`config.mk`:
```
export PLATFORM = sky130hd
export DESIGN_NAME = calc_key_sequencer
export DESIGN_NICKNAME = d
export VERILOG_FILES = /design/src/rtl/calc_key_sequencer.sv
export SDC_FILE = /design/constraint.sdc
export NUM_CORES = 1
export LEC_CHECK = 0
export CAP_MARGIN = 40
export CORE_UTILIZATION = 40
export CTS_CLUSTER_SIZE = 20
export DETAILED_ROUTE_END_ITERATION = 8
export GPL_TIMING_DRIVEN = 1
export PLACE_DENSITY = 0.69
export SETUP_SLACK_MARGIN = 0.05
export SYNTH_ARGS = -nofsm -noshare
export SYNTH_HDL_FRONTEND = slang
export SYNTH_SLANG_ARGS = --single-unit
```
`constraint.sdc`:
```
create_clock -name clk -period 2.9 [get_ports clk]
set_input_delay 0.725 -clock clk [delete_from_list [all_inputs] [get_ports clk]]
set_output_delay 0.725 -clock clk [all_outputs]
set_load 0.02 [all_outputs]
```
`src/rtl/calc_key_sequencer.sv`:
```
// calc_key_sequencer: assembles digit / operator / equals key tokens into calculator
// operands, lets the calculator settle, then holds the captured result for a consumer.
module calc_key_sequencer #(
  parameter int W_OPND        = 4,
  parameter int W_OPER        = 3,
  parameter int W_RES         = 8,
  parameter int SETTLE_CYCLES = 1
) (
  input  logic              clk,
  input  logic              rst,
  input  logic              key_valid,
  output logic              key_ready,
  input  logic [1:0]        key_type,
  input  logic [3:0]        key_data,
  output logic [W_OPND-1:0] calc_a,
  output logic [W_OPND-1:0] calc_b,
  output logic [W_OPER-1:0] calc_oper,
  input  logic [W_RES-1:0]  calc_out,
  output logic [W_RES-1:0]  result,
  output logic              result_valid,
  input  logic              result_ready,
  output logic              busy,
  output logic              err
);

  localparam int CNT_W = 4;
  localparam logic [CNT_W-1:0] SETTLE_LOAD = CNT_W'(SETTLE_CYCLES - 1);

  localparam logic [1:0] K_DIGIT  = 2'd0;
  localparam logic [1:0] K_OPER   = 2'd1;
  localparam logic [1:0] K_EQUALS = 2'd2;
  localparam logic [1:0] K_CLEAR  = 2'd3;

  typedef enum logic [2:0] {
    S_A    = 3'd0,
    S_OP   = 3'd1,
    S_B    = 3'd2,
    S_EQ   = 3'd3,
    S_EXEC = 3'd4,
    S_DONE = 3'd5
  } state_t;

  state_t             state_q, state_d;
  logic [W_OPND-1:0]  a_q, a_d;
  logic [W_OPND-1:0]  b_q, b_d;
  logic [W_OPER-1:0]  oper_q, oper_d;
  logic [W_RES-1:0]   result_q, result_d;
  logic               result_valid_q, result_valid_d;
  logic               err_q, err_d;
  logic [CNT_W-1:0]   cnt_q, cnt_d;

  logic               accept;
  logic [W_OPND-1:0]  digit;
  logic [W_OPER-1:0]  oper_code;

  assign key_ready = (state_q == S_A) || (state_q == S_OP) ||
                     (state_q == S_B) || (state_q == S_EQ);
  assign busy      = (state_q == S_EXEC) || (state_q == S_DONE);
  assign accept    = key_valid && key_ready;
  assign digit     = W_OPND'(key_data);
  assign oper_code = W_OPER'(key_data[2:0]);

  assign calc_a       = a_q;
  assign calc_b       = b_q;
  assign calc_oper    = oper_q;
  assign result       = result_q;
  assign result_valid = result_valid_q;
  assign err          = err_q;

  always_ff @(posedge clk or posedge rst) begin
    if (rst) begin
      state_q        <= S_A;
      a_q            <= '0;
      b_q            <= '0;
      oper_q         <= '0;
      result_q       <= '0;
      result_valid_q <= 1'b0;
      err_q          <= 1'b0;
      cnt_q          <= '0;
    end else begin
      state_q        <= state_d;
      a_q            <= a_d;
      b_q            <= b_d;
      oper_q         <= oper_d;
      result_q       <= result_d;
      result_valid_q <= result_valid_d;
      err_q          <= err_d;
      cnt_q          <= cnt_d;
    end
  end

  always_comb begin
    state_d        = state_q;
    a_d            = a_q;
    b_d            = b_q;
    oper_d         = oper_q;
    result_d       = result_q;
    result_valid_d = result_valid_q;
    err_d          = 1'b0;
    cnt_d          = cnt_q;

    // An illegal token is consumed but only raises err; nothing else moves.
    if (accept) begin
      if (key_type == K_CLEAR) begin
        a_d     = '0;
        b_d     = '0;
        oper_d  = '0;
        state_d = S_A;
      end else if (key_type == K_OPER && key_data[3]) begin
        err_d = 1'b1;
      end else begin
        case (state_q)
          S_A: begin
            if (key_type == K_DIGIT) begin
              a_d     = digit;
              state_d = S_OP;
            end else begin
              err_d = 1'b1;
            end
          end
          S_OP: begin
            if (key_type == K_DIGIT) begin
              a_d = digit;
            end else if (key_type == K_OPER) begin
              oper_d  = oper_code;
              state_d = S_B;
            end else begin
              err_d = 1'b1;
            end
          end
          S_B: begin
            if (key_type == K_DIGIT) begin
              b_d     = digit;
              state_d = S_EQ;
            end else begin
              err_d = 1'b1;
            end
          end
          S_EQ: begin
            if (key_type == K_DIGIT) begin
              b_d = digit;
            end else if (key_type == K_EQUALS) begin
              cnt_d   = SETTLE_LOAD;
              state_d = S_EXEC;
            end else begin
              err_d = 1'b1;
            end
          end
          default: ;
        endcase
      end
    end

    // Operands stay frozen while the calculator settles and while the result waits.
    case (state_q)
      S_EXEC: begin
        if (cnt_q == '0) begin
          result_d       = calc_out;
          result_valid_d = 1'b1;
          state_d        = S_DONE;
        end else begin
          cnt_d = cnt_q - 1'b1;
        end
      end
      S_DONE: begin
        if (result_ready) begin
          result_valid_d = 1'b0;
          state_d        = S_A;
        end
      end
      default: ;
    endcase
  end

endmodule

```
== Word level (Yosys, flattened, before mapping) ==
Cells that the tools add are included.

* Logic and storage cells: 89
* Bits in read-only memories: 0
* Output and inout bits: 23
* Bits in latches: 0
* Register bits after elaboration: 28
* RAM bits: 0
* Bits of input ports: 18
* Memories: 0

* Multiply operators: 0
* $lt $le $gt $ge: 0
* Shift operators: 0
* Div/mod/pow operators: 0
* Add/subtract/negate cells: 1
* Bitwise logic cells: 0
* Equality and inequality tests: 12
* Muxes and demuxes: 45
* Reduce and logical (&&, ||, !) cells: 23

{| class="wikitable"
|+ Operators by type and width
! operator !! count
|-
| $mux W4 || 15
|-
| $mux W3 || 16
|-
| $pmux W3 S4 || 1
|-
| $reduce_bool A2 Y1 || 6
|-
| $mux W1 || 10
|-
| $reduce_and A4 Y1 || 2
|-
| $eq A3 B2 Y1 const B || 2
|-
| $eq A3 B3 Y1 const B || 2
|-
| $ne A2 B2 Y1 const B || 3
|-
| $pmux W3 S2 || 1
|-
| $reduce_or A2 Y1 || 3
|-
| $reduce_and A5 Y1 || 1
|-
| $eq A2 B2 Y1 const B || 2
|-
| $logic_not A4 Y1 || 1
|-
| $logic_or A1 B1 Y1 || 4
|-
| $sub A4 B1 Y4 const B || 1
|-
| $eq A3 B1 Y1 const B || 1
|-
| $logic_not A3 Y1 || 1
|-
| $pmux W1 S3 || 1
|-
| $reduce_and A3 Y1 || 1
|-
| $eq A2 B1 Y1 const B || 1
|-
| $logic_and A1 B1 Y1 || 2
|-
| $logic_not A2 Y1 || 1
|-
| $ne A2 B1 Y1 const B || 1
|-
| 2 further kinds || 2
|}

== Longest topological paths before layout ==
* Word-level depth: 9
* Mapped depth: 5
* Gate-level depth less buffers: 5

== Worst setup path before layout ==
No wires, ideal clock.

* Path type: input-to-reg
* Start: input key_type[0]
* End: register cnt_q[3]
* Buffers on the path: 1
* Setup time: 0.120 ns
* Path slack: 0.878 ns
* Required time: 2.780 ns
* Cell stages on the path: 5
* Arrival time: 1.903 ns
* Path through: ha_1 > clkbuf_1 > nand3b_1 > or4_4 > a31o_1

* Longest elaborated chain between the ends: 9
* Elaborated cells between the ends (all ways): 13
* Classes of those cells: eq/ne: 3; mux: 8; reduce/logical: 2

{| class="wikitable"
|+ RTL lines
! item !! line !! text
|-
| start, declared || 13 || <nowiki>input logic [1:0] key_type,</nowiki>
|-
| $eq A2 B2 Y1 || 142 || <nowiki>end else if (key_type == K_EQUALS) begin</nowiki>
|-
| $mux W4 || 142 ||
|-
| $mux W4 || 140 || <nowiki>if (key_type == K_DIGIT) begin</nowiki>
|-
| $mux W4 || 112 || <nowiki>case (state_q)</nowiki>
|-
| $mux W4 || 109 || <nowiki>end else if (key_type == K_OPER && key_data[3]) begin</nowiki>
|-
| $mux W4 (*) || 104 || <nowiki>if (key_type == K_CLEAR) begin</nowiki>
|-
| $mux W4 (*) || 103 || <nowiki>if (accept) begin</nowiki>
|-
| $mux W4 || 157 || <nowiki>if (cnt_q == '0) begin</nowiki>
|-
| $mux W4 (*) || 155 || <nowiki>case (state_q)</nowiki>
|-
| named net cnt_d[3] || 50 || <nowiki>logic [CNT_W-1:0] cnt_q, cnt_d;</nowiki>
|-
| end signal, assigned || 88 || <nowiki>cnt_q <= cnt_d;</nowiki>
|-
| end, declared || 50 ||
|}

Mark *: on every way through the listed nets, which the timed path passes. The rest lies on a longest branch.
A chain may end at the register's enable or synchronous reset.

== Worst setup path after layout ==
* Start: register state_q[1]
* End: output busy

* Longest elaborated chain between the ends: 2
* Elaborated cells between the ends (all ways): 3
* Classes of those cells: eq/ne: 2; reduce/logical: 1

{| class="wikitable"
|+ RTL lines
! item !! line !! text
|-
| start, declared || 43 || <nowiki>state_t state_q, state_d;</nowiki>
|-
| start signal, assigned || 81 || <nowiki>state_q <= state_d;</nowiki>
|-
| $eq A3 B3 Y1 || 58 || <nowiki>assign busy = (state_q == S_EXEC) || (state_q == S_DONE);</nowiki>
|-
| $logic_or A1 B1 Y1 (*) || 58 ||
|-
| end, declared || 22 || <nowiki>output logic busy,</nowiki>
|}

Every way passes the cells marked *; elsewhere a longest branch is shown, timed or not.

==> run_results.csv <==
group,metric,value,unit
floorplanning,dieArea,0.00390,sq mm
synth,synth_top_flop_cell,"dfrtp_1",
finish,n_antenna_cell,0,
sta,tns,0,ns
finish,final_cell_mix,"clkdlybuf4s50_1, dfrtp_1, o21ai_0, mux2_2, inv_1",
sta,hold_violations,0,
synth,synth_edf_count,0,
clock_network,h-tree-depth,1,
setup_path,critPathKind,"flop to output pin",
global_route,grt-ovfl-total,0,
synth,netlist-cell-type-count,41,
global_route,grt_max_degree,21,
power_and_ir_drop,power_frac_clock,14.8,%
min_path,hold_class,"flop to flop",
synth,yosysWarnings,0,
setup_path,worstPathRequired,2.17,ns
sta,timing.final.crit_share,88.4,%
power_and_ir_drop,seqPwrFrac,38.9,%
global_route,antenna_found_initial,0,
job,maxCapViolations,0,
detailed_routing,drtIter0Drc,61,
power_and_ir_drop,vdd.ir_drop.worst,504,uV
synth,syn_inst,134,
floorplanning,rows,21,
floorplanning,start_util,42.8,%
clock_network,cts_root_buffer,"clkbuf_4",
place,dp.cells,218,
synth,synth_top_area_cell,"dfrtp_1",
clock_network,path_clk_slew,0.16,ns
detailed_routing,post_drt_wl_per_cell,15.0,microns
finish,drive_gt1_share,13.1,%
synth,netlist_top_cells_area,"dfrtp_1, mux2_2, ha_1",
floorplanning,die_w,62.5,microns
detailed_routing,drt-pass1-iter-count,4,
setup_path,cp_cell_sequence,"nand2b_1 -> inv_1 -> clkdlybuf4s50_1",
sta,finalSetupViolCount,0,
sta,drv_slew,0,
detailed_routing,ant_nets,0,
run_status,status,"completed",
detailed_routing,drc,0,
sta,max_freq,390,MHz
power_and_ir_drop,p_comb_share,46.3,%
power_and_ir_drop,p_leak,0.000819,uW
sta,clock_skew,0.00317,ns
setup_path,max_stage_delay,0.62,ns
clock_network,cts_buffer_depth,2,
place,post-place-ws,0.205,ns
detailed_routing,vias,1212,
clock_network,cts_setup_buffers,0,
global_route,grt_usage,19.0,%
detailed_routing,viasPerCell,5.46,
setup_path,cp.arrival,1.84,ns
floorplanning,core_area,0.00342,sq mm
power_and_ir_drop,swShare,37.6,%
power_and_ir_drop,p_int,1100,uW
clock_network,numCtsBuffers,3,
clock_network,insertion_delay,0.33,ns
power_and_ir_drop,power_switching,661,uW
place,dp_hpwl,2550,microns
synth,synth-async-reset-ratio,100,%
clock_network,cts-resized-gates,0,
synth,syn_avg_cell_area,10.9,sq um
finish,nets,200,
setup_path,setup.worst_path.start_class,"flop",
sta,worst_pin_slew,0.425,ns
setup_path,endpoint_kind,"output pin",
synth,syn_area,0.00146,sq mm
finish,final_common_cell,"clkdlybuf4s50_1",
power_and_ir_drop,power_density,893,mW/mm^2
synth,syn_nets,157,
place,gp_congestion,0.826,
sta,period_minus_slack,2.57,ns
setup_path,path_max_fanout,14,
synth,ys_ff_latch,28,
setup_path,cp_slowest_cell,"clkdlybuf4s50_1",
floorplanning,io_pins,41,
sta,grt_setup_unrepaired,"false",
global_route,grt_pass1_vias,1264,
clock_network,holdBufCountCts,0,
place,io_buffers,40,
sta,worst_slack,0.335,ns
synth,synth_top_area_share,47.9,%
clock_network,cts_tree,"built",
finish,synthToLayoutAreaGrowth,34.6,%
synth,ys_seq_area_share,47.9,%
global_route,grt_pass1_wl,5880,microns
floorplanning,die_h,62.5,microns
finish,layout.cells.non_filler,222,
sta,relSlewSlack,71.7,%
detailed_routing,drt_wl_total,3340,microns
clock_network,cts_num_sinks,28,
==> synthesized netlist by cell type (3+ instances only) <==
library cell,n
a22o_1,4
nor2b_1,5
nand3_1,6
o21ai_0,11
o211ai_1,3
nand4_1,4
dfrtp_1,28
inv_1,11
nand2b_1,4
nor2_1,3
mux2_2,11
ha_1,5
nand2_1,5
==> state kept, by name, summed over array words and instances, names as in the netlist <==
register      cells
err               1
result            8
calc_b            4
result_valid      1
state_q           3
cnt_q             4
calc_oper         3
calc_a            4
==> final cells by class <==
type	count	area, sq um
Fill cell	311	1450
Multi-Input combinational cell	91	701
Timing Repair Buffer	42	415
Sequential cell	28	701
Clock buffer	3	22.5
Clock inverter	1	30.0
Tap cell	46	57.6
Inverter	11	41.3
==> cells by family after synthesis <==
logic type / after synthesis / synth area share (%)
buf+inv: 15 / 4.19
flops: 28 / 47.9
fa+ha+maj: 5 / 4.28
compound gates: 29 / 14.5
mux: 12 / 9.15
simple gates: 45 / 19.9
==> power by group through the flow <==
stage | combinational, uW | sequential, uW | clock, uW
3_3_place_gp | 796 | 682 | 0
4_1_cts | 820 | 684 | 265
5_1_grt | 883 | 712 | 281
3_5_place_dp | 818 | 687 | 0
2_1_floorplan | 383 | 770 | 0
6_report | 814 | 683 | 260
==> worst max-delay path: cells and delay by family, from the launching register on <==
| family | cells | cell delay, ns |
|---|---|---|
| buffers and inverters | 2 | 0.69 |
| AND/OR/NAND/NOR | 1 | 0.25 |
| flip-flops | 1 | 0.56 |
==> stage by stage <==
| step | utilization [%] | area (sq um) | total power, uW | hold slack (ns) |
|---|---|---|---|---|
| floorplan | - | 1460 | 1150 | 0.532 |
| global placement | 56.1 | 1920 | 1480 | 0.483 |
| detailed placement | 56.1 | 1920 | 1510 | 0.495 |
| CTS | 57.6 | 1970 | 1770 | 0.532 |
| global route | 57.6 | 1970 | 1880 | 0.545 |
| finish | 57.6 | 1970 | 1760 | 0.525 |
==> worst paths after layout <==
kind                            startpoint   endpoint  slack [ns]  depth (start not counted)
worst min-delay path             calc_a[1]  calc_a[1]        0.53                          1
worst max-delay path            state_q[1]       busy        0.33                          3
max in group asynchronous              rst  calc_b[2]        1.72                          3
min in group asynchronous              rst  result[3]        0.61                          2
worst max register to register    cnt_q[0]  result[7]        1.10                          5
worst min register to register   calc_a[1]  calc_a[1]        0.53                          1
==> routing by layer <==
layer / vias to the layer above / share of wire [%] / global-route usage, %
li1: 582 / - / -
met1: 603 / 45 / 24.2
met2: 22 / 51 / 33.0
met3: 5 / 2.8 / 3.10
met4: 0 / 1.1 / 5.23
met5: - / 0 / 0
Note: power is estimated with default switching activity, not from simulation.
